[config.mk]
export PLATFORM = sky130hd
export DESIGN_NAME = stopwatch_controller
export DESIGN_NICKNAME = d
export VERILOG_FILES = /design/src/rtl/stopwatch_controller.sv
export SDC_FILE = /design/constraint.sdc
export NUM_CORES = 1
export LEC_CHECK = 0
export ABC_AREA = 1
export BUFFER_PORTS_ARGS = -buffer_cell sky130_fd_sc_hd__buf_4
export CAP_MARGIN = 30
export CORE_MARGIN = 4
export CORE_UTILIZATION = 55
export DETAILED_ROUTE_END_ITERATION = 8
export PLACE_DENSITY = 0.76
export SLEW_MARGIN = 20
export SYNTH_ARGS = -nofsm -noshare
export SYNTH_HDL_FRONTEND = slang
export SYNTH_SLANG_ARGS = --single-unit
[constraint.sdc]
create_clock -name clock -period 1.56 [get_ports clock]
set_clock_uncertainty 0.1 [all_clocks]
set_input_delay 0.312 -clock clock [delete_from_list [all_inputs] [get_ports clock]]
set_output_delay 0.312 -clock clock [all_outputs]
set_load 0.02 [all_outputs]
[src/rtl/stopwatch_controller.sv]
// Stopwatch sequencer: button commands, 1 Hz prescaler, saturating mm:ss count with lap freeze.
// Latency: a button command acts on the 3rd clock edge after the button rises; display lags count by 1 cycle.
// No backpressure: buttons are level inputs, outputs are free-running registers.
module stopwatch_controller #(
  parameter int TICKS_PER_SECOND = 50_000_000,
  parameter int PRESCALE_WIDTH   = 26
) (
  input  logic       clock,
  input  logic       reset,
  input  logic       btn_start_stop,
  input  logic       btn_lap,
  input  logic       btn_clear,
  output logic [5:0] minutes,
  output logic [5:0] seconds,
  output logic       running,
  output logic       lap_hold,
  output logic       overflow,
  output logic       sec_tick
);

  typedef enum logic [1:0] {IDLE, RUNNING, PAUSED} state_t;

  localparam logic [PRESCALE_WIDTH-1:0] LAST_TICK = PRESCALE_WIDTH'(TICKS_PER_SECOND - 1);

  // Button vectors: bit 0 start/stop, bit 1 lap, bit 2 clear.
  logic [2:0] sync1;
  logic [2:0] sync2;
  logic [2:0] prev;
  logic [2:0] pulse;

  logic clr_cmd;
  logic ss_cmd;
  logic lap_cmd;

  state_t                    state;
  logic [PRESCALE_WIDTH-1:0] prescale;
  logic [5:0]                min_cnt;
  logic [5:0]                sec_cnt;
  logic                      at_max;

  // Two-flop synchronizer followed by a delay flop for rising-edge detection.
  always_ff @(posedge clock or negedge reset) begin
    if (!reset) begin
      sync1 <= 3'b000;
      sync2 <= 3'b000;
      prev  <= 3'b000;
    end else begin
      sync1 <= {btn_clear, btn_lap, btn_start_stop};
      sync2 <= sync1;
      prev  <= sync2;
    end
  end

  assign pulse = sync2 & ~prev;

  // Coincident pulses resolve clear > start/stop > lap; losers are dropped.
  assign clr_cmd = pulse[2];
  assign ss_cmd  = pulse[0] & ~pulse[2];
  assign lap_cmd = pulse[1] & ~pulse[2] & ~pulse[0];

  assign at_max = (min_cnt == 6'd59) && (sec_cnt == 6'd59);

  // Control FSM together with the prescaler, live count and frozen/tracking display.
  always_ff @(posedge clock or negedge reset) begin
    if (!reset) begin
      state    <= IDLE;
      prescale <= '0;
      min_cnt  <= 6'd0;
      sec_cnt  <= 6'd0;
      minutes  <= 6'd0;
      seconds  <= 6'd0;
      running  <= 1'b0;
      lap_hold <= 1'b0;
      overflow <= 1'b0;
      sec_tick <= 1'b0;
    end else begin
      sec_tick <= 1'b0;
      // Display follows the live count unless frozen; setting lap_hold captures this edge's value.
      if (!lap_hold) begin
        minutes <= min_cnt;
        seconds <= sec_cnt;
      end
      case (state)
        IDLE: begin
          if (clr_cmd) begin
            prescale <= '0;
            min_cnt  <= 6'd0;
            sec_cnt  <= 6'd0;
            minutes  <= 6'd0;
            seconds  <= 6'd0;
            lap_hold <= 1'b0;
            overflow <= 1'b0;
          end else if (ss_cmd) begin
            state   <= RUNNING;
            running <= 1'b1;
          end
        end
        RUNNING: begin
          if (prescale == LAST_TICK) begin
            prescale <= '0;
            if (at_max) begin
              // Saturate at 59:59 and stop; resuming is locked out until a clear.
              overflow <= 1'b1;
              state    <= PAUSED;
              running  <= 1'b0;
            end else begin
              sec_tick <= 1'b1;
              if (sec_cnt == 6'd59) begin
                sec_cnt <= 6'd0;
                min_cnt <= min_cnt + 6'd1;
              end else begin
                sec_cnt <= sec_cnt + 6'd1;
              end
            end
          end else begin
            prescale <= prescale + 1'b1;
          end
          // Clear is deliberately ignored while running.
          if (ss_cmd) begin
            state   <= PAUSED;
            running <= 1'b0;
          end else if (lap_cmd) begin
            lap_hold <= ~lap_hold;
          end
        end
        PAUSED: begin
          // Prescaler holds here so the fractional second survives a pause.
          if (clr_cmd) begin
            state    <= IDLE;
            prescale <= '0;
            min_cnt  <= 6'd0;
            sec_cnt  <= 6'd0;
            minutes  <= 6'd0;
            seconds  <= 6'd0;
            lap_hold <= 1'b0;
            overflow <= 1'b0;
          end else if (ss_cmd && !overflow) begin
            state   <= RUNNING;
            running <= 1'b1;
          end else if (lap_cmd) begin
            lap_hold <= 1'b0;
          end
        end
        default: begin
          state   <= IDLE;
          running <= 1'b0;
        end
      endcase
    end
  end

endmodule

Word-level counts from Yosys, hierarchy flattened. Index checks and enable logic that the tools add are counted.

Register bits: 65. Input port bits: 5. Word-level logic and storage cells: 107.

$add $sub $neg: 3. Eq/ne operators: 22. Muxes and demuxes: 47. Bitwise gates (word level): 8. Reduce and logical (&&, ||, !) cells: 14.

Operator list (count): $mux W6 (13); $mux W26 (2); $pmux W26 S2 (1); $add A26 B1 Y26 const B (1); $eq A26 B26 Y1 const B (1); $pmux W6 S2 (2); $ne A2 B2 Y1 const B (11); $mux W1 (18); $ne A3 B3 Y1 const B (5); $mux W2 (7); $add A6 B1 Y6 const B (2); $eq A6 B6 Y1 const B (2); $reduce_and A6 Y1 (2); $reduce_and A5 Y1 (2); $reduce_and A4 Y1 (2); $pmux W1 S3 (2); $pmux W2 S3 (1); $and A1 B1 Y1 (3); $and A3 B3 Y3 (1); $not A1 Y1 (3); $not A3 Y3 (1); $reduce_bool A3 Y1 (1); $eq A2 B1 Y1 const B (1); $eq A2 B2 Y1 const B (1); other kinds (8) (9).

Longest topological paths before layout.
Word-level depth: 9. Gate-level depth with buffers: 12. Depth with buffers taken out: 12.

Worst setup path before layout. No wires, ideal clock.

Path type: register -> register. Start: register prescale[0]. End: register prescale[19]. Arrival time: 1.462 ns. Slack: -0.079 ns. Stages on the path, launching flop included: 11. Buffers on the path: 0. Path through: dfrtp_1 -> ha_1 -> nand2_2 -> nor2_8 -> nand2_4 -> clkinv_4 -> nand2_4 -> nor2_8 -> nor2_2 -> nand2_1 -> a21oi_1.

Longest elaborated chain between the ends: 3. Elaborated cells between the ends (all ways): 4. Classes of those cells: add/sub (1); eq/ne (1); mux (2).

Ends and longest elaborated chain: start, declared (RTL line 36) `logic [PRESCALE_WIDTH-1:0] prescale;`; start signal, assigned (RTL line 116) `prescale <= prescale + 1'b1;`; $add A26 B1 Y26 or $eq A26 B26 Y1 (tied branches) (RTL line 116, 99); $mux W26 * (RTL line 99) `if (prescale == LAST_TICK) begin`; $pmux W26 S2 * (RTL line 83) `case (state)`.

Every way passes the cells marked *; elsewhere a longest branch is shown, timed or not. A chain may end at the register's enable or synchronous reset.

Worst setup path after layout.
Start: register prescale[0]. End: register min_cnt[1].

Longest elaborated chain between the ends: 3.

Ends and longest elaborated chain: $eq A26 B26 Y1 (RTL line 99); $ne A2 B2 Y1 (no line); $reduce_and A5 Y1 (no line); end signal, assigned (RTL line 110) `min_cnt <= min_cnt + 6'd1;`; end, declared (RTL line 37) `logic [5:0] min_cnt;`.

No other way between the ends.

==> results_dict.tcl <==
set metrics [dict create \
    status "finished with violations" \
    violations "negative setup slack" \
    synth_edf_count 0 \
    first_pass_iters 4 \
    synth_fa_ha_area_frac 0.0103 \
    crit_required_ns 1.71 \
    clockBufferDepth 2 \
    syn_nets 509 \
    synthTopCellsByArea "dfrtp_1, nand2_1, inv_1" \
    crit_path_frequent_cell "nand2_4" \
    critPathArrivalTime_ns 1.84 \
    syn_area_per_cell_um2 7.27 \
    h-tree-depth 3 \
    grtUsageMet2 0.448 \
    gr-total-overflow 0 \
    synth-simple-area-share 0.367 \
    critPathKind "reg -> reg" \
    nets 610 \
    fillers 473 \
    synthMuxAreaShare 0 \
    antenna_cells 0 \
    rr_worst_depth 12 \
    synth_top_family_by_area "simple AND/OR/NAND/NOR gates" \
    clock-sinks 65 \
    cp-end-kind "flop" \
    synth_xor_area_frac 0.0192 \
    clock-root-buffer "clkbuf_8" \
    netlist.area_leader.share 0.446 \
    area_growth_pct 34.1 \
    synth_common_cells "nand2_1, dfrtp_1, inv_1" \
    start_util 0.571 \
    hpwl_um 6460 \
    synth-async-reset-ratio 1.00 \
    detail_route.wl_per_cell_um 14.0 \
    place_congestion 0.941 \
    drc 0 \
    antenna_found_initial 0 \
    yosysSeqAreaShare 0.446 \
    grt.total_usage 0.261 \
    min_period_over_period 1.08 \
    setup-violations-final 36 \
    worstHoldPathCells 0 \
    drtIter0Drc 190 \
    grt_pass1_vias 3465 \
    via_count 3634 \
    power.density_nw_per_um2 1150 \
    peakVddDrop_v 0.000756 \
    syn_inst 501 \
    viasPerCell 5.31 \
    postRouteWirelength_um 9570 \
    critPathLaunchType "flop" \
    grt_first_pass_wirelength_um 15900 \
    max_slew_margin 0.760 \
    worst_slew_pin_slew_ns 0.359 \
    grtUsageMet3 0.0424 \
    leakagePower_nw 2.57 \
    register_area_um2 1630 \
    fin_ws_ns -0.128 \
    grt.busiest_layer "met2" \
    synth-compound-area-share 0.0659 \
    ys_ff_latch 65 \
    path_max_fanout 6 \
    hold_path.class "reg -> reg" \
    multiInputGateArea_um2 1920 \
    grt_max_degree 34 \
    ant_nets 0 \
    max_freq_mhz 592 \
    final-hold-violation-count 0 \
    die_area_um2 7990 \
    clk_pin_slew_ns 0.08 \
    netlist_area_um2 3640 \
    die_w_um 89.4 \
    min_period_ns 1.69 \
    drive_gt1_frac 0.293 \
    row_count 29 \
    tns_ns -2.30 \
    ys.warnings.count 0 \
    crit_path_top_delay_cell "dfrtp_1" \
    ys.flop_type "dfrtp_1" \
    coreArea_um2 6390 \
    io_pins 21 \
    numCtsBuffers 9 \
    yosysMostFrequentCell "nand2_1" \
    rsz0062_at_grt "true" \
    met1_usage 0.317 \
    die_y_um 89.4 \
    dpl_cell_area_um2 4330 \
    fin_area_um2 4890 \
    worstSkewPairLatency_ns 0.36 \
    cp_cell_sequence "ha_4 > nand2_4 > nor2_8 > nand2_4 > clkinv_4 > nand2_4 > nor2_8 > nand2_8 > nand2_8 > nand2_8 > nand2_4 > nand2_2" \
    cts_tree "yes" \
    portBuffers 20 \
    yosys.area.top_type "dfrtp_1" \
    yosysUniqueCellTypes 30 \
    finish.utilization 0.765 \
    maxCapViolCount 0 \
    finalMaxSlewViolations 0 \
    critical_path.max_stage_delay_ns 0.40 \
]
timing repair:
action | in CTS | in global routing
cloned | 2 | 0
buffers inserted | 6 | 4
pin swaps | 12 | 11
resized for setup | 33 | 35
hold endpoints to repair | 21 | 0
endpoints found under the setup margin | 41 | 42
hold buffers | 4 | 0
registers in the layout, indices dropped and copies added, names as in the netlist:
register and cells:
minutes 6, min_cnt 6, seconds 6, overflow 1, lap_hold 1, running 1, prev 3, sec_cnt 6
sync1 3, sync2 3, prescale 26, sec_tick 1, state 2
area by class of cell:
cell class,count,share of cell area
clock inverter,6,0.0136
tap,77,0.0197
inverter,71,0.0561
multi-input combinational,357,0.392
timing repair buffer,98,0.157
clock buffer,10,0.0282
sequential,65,0.333
worst max-delay path: cells and delay by family, from the launching register on:
family / cells / cell delay [ns]
AND/OR/NAND/NOR: 10 / 0.85
flip-flops: 1 / 0.40
adder cells (fa/ha/maj): 1 / 0.16
buffers and inverters: 1 / 0.06
path summary, 6_finish.rpt:
| check | from | slack, ns | end |
|---|---|---|---|
| setup reg to reg | prescale[0]$_DFFE_PN0P_ | -0.13 | min_cnt[1]$_DFFE_PN0P_ |
| hold / removal | sync1[2]$_DFF_PN0_ | 0.25 | sync2[2]$_DFF_PN0_ |
| setup / recovery | prescale[0]$_DFFE_PN0P_ | -0.13 | min_cnt[1]$_DFFE_PN0P_ |
| min in group asynchronous | reset | 0.27 | prescale[4]$_DFFE_PN0P_ |
| max in group asynchronous | reset | 0.59 | seconds[3]$_DFF_PN0_ |
| hold reg to reg | sync1[2]$_DFF_PN0_ | 0.25 | sync2[2]$_DFF_PN0_ |
routing by layer:
| layer | share of wire | wire length, um | up-vias |
|---|---|---|---|
| met2 | 0.51 | 4860 | 109 |
| met5 | 0 | 0 | - |
| met1 | 0.41 | 3940 | 1710 |
| met4 | 0.034 | 330 | 0 |
| met3 | 0.045 | 430 | 26 |
| li1 | - | - | 1789 |
cells in the final DEF (no fill, tap or decap), types with 3 or more instances in the layout:
cell	count
clkbuf_8	10
buf_6	3
nand3_1	42
clkinvlp_4	3
nand2_4	9
a21oi_1	10
inv_2	8
buf_4	90
o21ai_1	9
nor2_1	46
nor2_2	13
nor2_4	3
nand2_2	13
dlygate4sd3_1	4
nand2_8	3
nor3_2	9
nor3_1	9
dfrtp_1	65
o21ai_0	23
nand2_1	132
inv_1	60
xor2_1	7
nand4_1	10
power breakdown:
part           switching (mW)  total (mW)  internal [mW]
logic                    1.34        2.08          0.743
clock network           0.727        1.51          0.783
registers               0.162        2.04           1.88
total                    2.23        5.63           3.40
metrics by stage:
| step | hold WS (ns) | instances | setup WS (ns) | power (mW) |
|---|---|---|---|---|
| finish | 0.251 | 684 | -0.128 | 5.63 |
| global route | 0.265 | 684 | -0.212 | 5.98 |
| CTS | 0.252 | 680 | -0.114 | 5.48 |
| detailed placement | 0.112 | 652 | -0.179 | 3.81 |
| global placement | 0.111 | 652 | -0.127 | 3.76 |
| floorplan | -0.0836 | 501 | -0.0632 | 3.12 |
cells by family after synthesis:
| logic type | Yosys count |
|---|---|
| buffers and inverters | 81 |
| adders and majority gates | 3 |
| DFF | 65 |
| and+or+nand+nor | 297 |
| xor gates and xnor gates | 8 |
| AOI/OAI and AO/OA | 47 |
Power figures use the tool's default switching activity.
